File: src/rtl/fpu_pkg.sv
// Shared definitions for the FPU command issuer: datapath widths, the
// canonical quiet NaN, the default watchdog limit, the issuer FSM encoding
// and the packed command record stored in the command FIFO.
package fpu_pkg;

  localparam int FP_W  = 32;
  localparam int OP_W  = 2;
  localparam int TAG_W = 5;

  // Width of one queued command {a, b, op, tag}.
  localparam int CMD_W = 2 * FP_W + OP_W + TAG_W;

  localparam logic [FP_W-1:0] FP_QNAN = 32'h7FC0_0000;

  localparam int DEFAULT_TIMEOUT_CYCLES = 64;

  typedef enum logic [1:0] {
    ST_IDLE  = 2'd0,
    ST_ISSUE = 2'd1,
    ST_WAIT  = 2'd2,
    ST_WB    = 2'd3
  } state_e;

  typedef struct packed {
    logic [FP_W-1:0]  a;
    logic [FP_W-1:0]  b;
    logic [OP_W-1:0]  op;
    logic [TAG_W-1:0] tag;
  } cmd_t;

endpackage

File: src/rtl/fpu_issuer_fifo.sv
// Synchronous command FIFO for the FPU issuer. Pointers carry one extra wrap
// bit so full and empty are told apart without a separate occupancy counter.
// Pushes into a full FIFO and pops from an empty one are ignored.
module fpu_issuer_fifo
  import fpu_pkg::*;
#(
  parameter int DEPTH = 2,
  parameter int WIDTH = CMD_W
) (
  input  logic             clk,
  input  logic             rst,
  input  logic             push,
  input  logic [WIDTH-1:0] din,
  input  logic             pop,
  output logic [WIDTH-1:0] dout,
  output logic             full,
  output logic             empty
);

  localparam int AW = $clog2(DEPTH);

  logic [AW:0]      wr_ptr_q, wr_ptr_d;
  logic [AW:0]      rd_ptr_q, rd_ptr_d;
  logic [WIDTH-1:0] mem_q [DEPTH];
  logic             do_push;
  logic             do_pop;

  assign empty   = (wr_ptr_q == rd_ptr_q);
  assign full    = (wr_ptr_q[AW] != rd_ptr_q[AW]) &&
                   (wr_ptr_q[AW-1:0] == rd_ptr_q[AW-1:0]);
  assign do_push = push && !full;
  assign do_pop  = pop && !empty;
  assign dout    = mem_q[rd_ptr_q[AW-1:0]];

  // Advance the pointers on accepted push/pop.
  always_comb begin
    // NOTE: every always_comb output gets a default first, so no path leaves it unassigned and no latch is inferred.
    wr_ptr_d = wr_ptr_q;
    rd_ptr_d = rd_ptr_q;
    if (do_push) wr_ptr_d = wr_ptr_q + 1'b1;
    if (do_pop)  rd_ptr_d = rd_ptr_q + 1'b1;
  end

  // Pointer registers; reset flushes the FIFO.
  always_ff @(posedge clk or posedge rst) begin
    if (rst) begin
      // NOTE: sequential state uses non-blocking assignments so every flop samples pre-edge values.
      wr_ptr_q <= '0;
      rd_ptr_q <= '0;
    end else begin
      wr_ptr_q <= wr_ptr_d;
      rd_ptr_q <= rd_ptr_d;
    end
  end

  // Storage write.
  // NOTE: the storage array has no reset; contents are only visible once the pointers mark them valid.
  always_ff @(posedge clk) begin
    if (do_push) mem_q[wr_ptr_q[AW-1:0]] <= din;
  end

endmodule

File: src/rtl/fpu_issuer.sv
// Command-side initiator for the multi-cycle FPU. Queues commands, issues
// them one at a time over the start/done handshake and returns each tagged
// result on a valid/ready port, in command order.
// Optional feature: define FPU_ISSUER_TIMEOUT_EN to add a WAIT-state
// watchdog that returns a qNaN with res_err=1 after TIMEOUT_CYCLES.
module fpu_issuer
  import fpu_pkg::*;
#(
  parameter int DEPTH = 2
`ifdef FPU_ISSUER_TIMEOUT_EN
  , parameter int TIMEOUT_CYCLES = DEFAULT_TIMEOUT_CYCLES
`endif
) (
  input  logic        clk,
  input  logic        rst,
  input  logic        cmd_valid,
  output logic        cmd_ready,
  input  logic [31:0] cmd_a,
  input  logic [31:0] cmd_b,
  input  logic [1:0]  cmd_op,
  input  logic [4:0]  cmd_tag,
  output logic [31:0] fpu_a,
  output logic [31:0] fpu_b,
  output logic [1:0]  fpu_op,
  output logic        fpu_start,
  input  logic        fpu_done,
  input  logic [31:0] fpu_r,
  output logic        res_valid,
  input  logic        res_ready,
  output logic [31:0] res_data,
  output logic [4:0]  res_tag,
  output logic        res_err,
  output logic        busy
);

  state_e            state_q, state_d;
  logic [FP_W-1:0]   fpu_a_q, fpu_a_d;
  logic [FP_W-1:0]   fpu_b_q, fpu_b_d;
  logic [OP_W-1:0]   fpu_op_q, fpu_op_d;
  logic [TAG_W-1:0]  tag_q, tag_d;
  logic [FP_W-1:0]   res_data_q, res_data_d;
  logic              fifo_full, fifo_empty;
  logic              push, pop;
  cmd_t              cmd_in, head;

`ifdef FPU_ISSUER_TIMEOUT_EN
  localparam int CNT_W = $clog2(TIMEOUT_CYCLES + 1);
  logic [CNT_W-1:0] cnt_q, cnt_d;
  logic             res_err_q, res_err_d;
`endif

  assign cmd_ready = !fifo_full && !rst;
  assign push      = cmd_valid && cmd_ready;
  assign cmd_in    = '{a: cmd_a, b: cmd_b, op: cmd_op, tag: cmd_tag};

  fpu_issuer_fifo #(
    .DEPTH (DEPTH),
    .WIDTH (CMD_W)
  ) u_fifo (
    .clk   (clk),
    .rst   (rst),
    .push  (push),
    .din   (cmd_in),
    .pop   (pop),
    .dout  (head),
    .full  (fifo_full),
    .empty (fifo_empty)
  );

  assign fpu_a     = fpu_a_q;
  assign fpu_b     = fpu_b_q;
  assign fpu_op    = fpu_op_q;
  assign fpu_start = (state_q == ST_ISSUE);
  assign res_valid = (state_q == ST_WB);
  assign res_data  = res_data_q;
  assign res_tag   = tag_q;
  assign busy      = (state_q != ST_IDLE) || !fifo_empty;
`ifdef FPU_ISSUER_TIMEOUT_EN
  assign res_err   = res_err_q;
`else
  assign res_err   = 1'b0;
`endif

  // Next-state, FIFO pop and operand/result capture for the issue sequence.
  always_comb begin
    logic load;
    load       = 1'b0;
    state_d    = state_q;
    fpu_a_d    = fpu_a_q;
    fpu_b_d    = fpu_b_q;
    fpu_op_d   = fpu_op_q;
    tag_d      = tag_q;
    res_data_d = res_data_q;
    pop        = 1'b0;
`ifdef FPU_ISSUER_TIMEOUT_EN
    cnt_d      = cnt_q;
    res_err_d  = res_err_q;
`endif
    unique case (state_q)
      ST_IDLE: begin
        if (!fifo_empty) load = 1'b1;
      end
      ST_ISSUE: begin
        // fpu_done is ignored here; the FPU cannot finish before next cycle.
        state_d = ST_WAIT;
`ifdef FPU_ISSUER_TIMEOUT_EN
        cnt_d   = '0;
`endif
      end
      ST_WAIT: begin
        if (fpu_done) begin
          res_data_d = fpu_r;
          state_d    = ST_WB;
`ifdef FPU_ISSUER_TIMEOUT_EN
          res_err_d  = 1'b0;
        end else if (cnt_q == CNT_W'(TIMEOUT_CYCLES - 1)) begin
          // Limit reached without done: report a canonical qNaN, keep the tag.
          res_data_d = FP_QNAN;
          res_err_d  = 1'b1;
          state_d    = ST_WB;
        end else begin
          cnt_d = cnt_q + 1'b1;
`endif
        end
      end
      ST_WB: begin
        if (res_ready) begin
          if (!fifo_empty) load = 1'b1;
          else             state_d = ST_IDLE;
        end
      end
      default: state_d = ST_IDLE;
    endcase

    // Shared by IDLE and the back-to-back path out of WB.
    if (load) begin
      pop      = 1'b1;
      fpu_a_d  = head.a;
      fpu_b_d  = head.b;
      fpu_op_d = head.op;
      tag_d    = head.tag;
      state_d  = ST_ISSUE;
    end
  end

  // State, operand and result registers; reset clears every output.
  always_ff @(posedge clk or posedge rst) begin
    if (rst) begin
      state_q    <= ST_IDLE;
      fpu_a_q    <= '0;
      fpu_b_q    <= '0;
      fpu_op_q   <= '0;
      tag_q      <= '0;
      res_data_q <= '0;
`ifdef FPU_ISSUER_TIMEOUT_EN
      cnt_q      <= '0;
      res_err_q  <= 1'b0;
`endif
    end else begin
      state_q    <= state_d;
      fpu_a_q    <= fpu_a_d;
      fpu_b_q    <= fpu_b_d;
      fpu_op_q   <= fpu_op_d;
      tag_q      <= tag_d;
      res_data_q <= res_data_d;
`ifdef FPU_ISSUER_TIMEOUT_EN
      cnt_q      <= cnt_d;
      res_err_q  <= res_err_d;
`endif
    end
  end

endmodule

File: config.mk
export PLATFORM = sky130hd
export DESIGN_NAME = fpu_issuer
export DESIGN_NICKNAME = d
export VERILOG_FILES = /design/src/rtl/fpu_pkg.sv /design/src/rtl/fpu_issuer_fifo.sv /design/src/rtl/fpu_issuer.sv
export SDC_FILE = /design/constraint.sdc
export NUM_CORES = 1
export LEC_CHECK = 0
export ABC_AREA = 1
export CORE_MARGIN = 2
export CORE_UTILIZATION = 54
export CTS_CLUSTER_DIAMETER = 50
export DETAILED_ROUTE_END_ITERATION = 16
export PLACE_DENSITY = 0.85
export SLEW_MARGIN = 20
export SYNTH_ARGS = -nofsm -noshare
export SYNTH_HDL_FRONTEND = slang
export SYNTH_SLANG_ARGS = --single-unit
File: constraint.sdc
create_clock -name clk -period 12.1 [get_ports clk]
set_clock_uncertainty 0.1 [all_clocks]
set_input_delay 3.63 -clock clk [delete_from_list [all_inputs] [get_ports clk]]
set_output_delay 3.63 -clock clk [all_outputs]
set_load 0.1 [all_outputs]
==> summary.md <==
| Metric | Value |
|---|---|
| Status | finished, final reports clean |
| First drt pass iteration count | 4 |
| Critical-path top delay cell | clkdlybuf4s50_1 |
| Asr flop ratio synth | 0.434 |
| Root Buffer | clkbuf_16 |
| Max clock buf depth | 3 |
| Top-count cell post-synth | nor2_1 |
| Ys flop type | edfxtp_1 |
| Die Ht | 136 µm |
| Area of the core | 0.0172 mm² |
| Slew Limit Fails | 0 |
| H-Tree Depth | 1 |
| Crit-path cells | clkdlybuf4s50_1 -> a21oi_1 -> clkdlybuf4s50_1 |
| Initial antenna violation count | 1 |
| Starting Density | 0.548 |
| PostCTS Resize Cnt | 0 |
| Synthesized area per cell | 14.4 µm² |
| Fillers | 1083 |
| Worst Max-Slew Pin Slew | 1050 ps |
| Slowest stage delay, CP | 1150 ps |
| Delay-heaviest family, CP | buffers and inverters |
| Ys Warns | 0 |
| Vias in the first global route | 5905 |
| Max Cap Viol | 0 |
| Critical path class | in2out |
| Worst setup SP type | primary input |
| Mapped Area | 0.00942 mm² |
| Hold Crit Depth | 2 |
| Num ports | 216 |
| Worst hold path type | reg2reg |
| CP Data Required Time | 8370 ps |
| Clk Latency, worst-skew pair | 510 ps |
| R2R depth | 8 |
| Reg2Reg Capture Point | u_fifo.mem_q[0][67]$_DFFE_PP_ |
| Synth cell count leaders | 147 x nor2_1, 142 x edfxtp_1, 109 x dfrtp_1 |
| Final nets | 981 |
| Post-synth EDFFs | 142 |
| Clock transition at the registers of the reported paths | 60 ps |
| Area Overhead vs Synth | 34.0% |
| Die ar. | 0.0185 mm² |
| Avg WL per Cell | 18.0 µm |
| Worst path most repeated cell | clkdlybuf4s50_1 |
| Min Hold Slack | 383 ps |
| Final min period | 9120 ps |
| Antenna Nets Post-Route | 0 |
| Hold EP | fpu_a[1]$_DFFE_PP0P_ |
| R2R Setup Slk | 8150 ps |
| Placer Congestion | 0.728 |
| Critical path capture point type | primary output |
| Total routed wirelength | 20000 µm |
| Cell count after synthesis | 656 |
| Worst Path Arrival | 5390 ps |
| RSZ-0062 raised after global routing | no |
| Synth top area share | 0.453 |
| Hold Path Origin | fpu_a[1]$_DFFE_PP0P_ |
| Drt drc | 0 |
| Setup TNS Final | 0 ps |
| Fin. Hold Viols | 0 |
| First-pass GRT wire length | 30400 µm |
| Port bufs | 214 |
| CTS tree | yes |
| Congestion Overflow GR | 0 |
| Drt first-iter violations | 398 |
| GRT Total Usage | 0.212 |
| Clock sink count | 251 |
| # setup viols final | 0 |
| RR Startpoint | u_fifo.rd_ptr_q[0]$_DFFE_PP0P_ |
| Share of layout cells above drive strength 1 | 0.150 |
| # rows | 48 |
| Hold-fix buffers, CTS | 0 |
| Largest net degree at the start of global routing | 149 |
| Slew Limit Headroom | 0.300 |
| Chip Width | 136 µm |
| Hpwl dp | 12200 µm |
| Cell taking the most area after synthesis | edfxtp_1 |
| Period utilization | 0.754 |
| Yosys reg bits | 251 |
| Syn_nets | 769 |
| CTS buffer count | 25 |
| Post-CTS Setup Bufs | 0 |
| Vias | 5788 |
| Number of antenna diodes | 0 |
| Via density | 5.21 |
| Buf/Inv on CP | 2 |
| Area contributors post-synth | edfxtp_1 45%, dfrtp_1 29%, o31ai_2 6.1% |
| Crit-path max FO | 2 |
| Post-synthesis sequential area ratio | 0.743 |
| Synth cell types | 22 |
| Fmax | 110 MHz |
-- tightest hold or removal path: stages (launching register included) --
cell and delay (ps):
dfrtp_1 340, nand2_1 60, o31ai_2 50
-- flip-flops by register name, indices dropped and copies added, names as in the netlist --
signal and cells:
fpu_op 2, state_q 2, u_fifo.mem_q 142, fpu_b 32
res_tag 5, u_fifo.rd_ptr_q 2, res_data 32, u_fifo.wr_ptr_q 2
fpu_a 32
-- layer usage --
metal  up-vias  global-route usage  routed length (µm)
met5         -                   0                  13
met1      2835               0.252                7610
met4         2              0.0718                 541
met3        37              0.0403                1320
met2       201               0.388               10500
li1       2713                   -                   -
-- per-stage QoR --
step / instances / util / area [µm²] / worst slack, ps
3_5_place_dp: 1066 / 0.681 / 11700 / 2980
5_1_grt: 1112 / 0.734 / 12600 / 2940
4_1_cts: 1112 / 0.734 / 12600 / 2970
3_3_place_gp: 1066 / 0.681 / 11700 / 2990
6_report: 1112 / 0.734 / 12600 / 2980
2_1_floorplan: 656 / - / 9420 / 1960
-- cell type report --
cell class / count / area [µm²] / share of cell area
clock inverter: 6 / 109 / 0.00863
inverter: 10 / 40.0 / 0.00317
sequential: 251 / 6990 / 0.554
multi-input combinational: 360 / 2190 / 0.174
clock buffer: 40 / 806 / 0.0639
tap: 225 / 282 / 0.0223
timing repair buffer: 220 / 2190 / 0.174
-- worst max-delay path by stage --
stage	cells after the start	end	slack (ps)	startpoint
after floorplan	3	u_fifo.mem_q[1][0]$_DFFE_PP_	1960	rst
after global placement	3	cmd_ready	2990	rst
after detailed placement	3	cmd_ready	2980	rst
after CTS	3	cmd_ready	2970	rst
after global routing	3	cmd_ready	2940	rst
final	3	cmd_ready	2980	rst
-- cells by family (layout without fill, tap and decap cells) --
kind of cell / after synthesis / in the layout / synth area share
flops: 251 / 251 / 0.743
simple gates: 244 / 244 / 0.0995
compound gates: 76 / 76 / 0.0837
buf+inv: 45 / 276 / 0.0270
mux: 32 / 32 / 0.0383
fa+ha+maj: 5 / 5 / 0.00664
xor+xnor: 2 / 2 / 0.00186
other cells: 1 / 1 / 0.000398
-- cells in the final DEF, fill, tap and decap left out, types with 2 or more instances in the layout --
cell type and instances:
nand2_2 2, edfxtp_1 142, ha_1 5, clkdlybuf4s50_1 214
nand3_1 5, nor2_1 145, inv_2 2, clkbuf_8 6
xor2_1 2, clkbuf_1 6, o31ai_1 25, dfrtp_1 108
mux2_2 32, inv_1 7, clkinv_2 2, a21oi_1 3
bufinv_16 3, o21ai_0 2, o31ai_2 46, clkbuf_16 28
buf_4 5, nor2_4 2, nand2_1 88
Power is not shown: default switching activity piles up to over one toggle a cycle in this logic, so the estimate is an artifact.
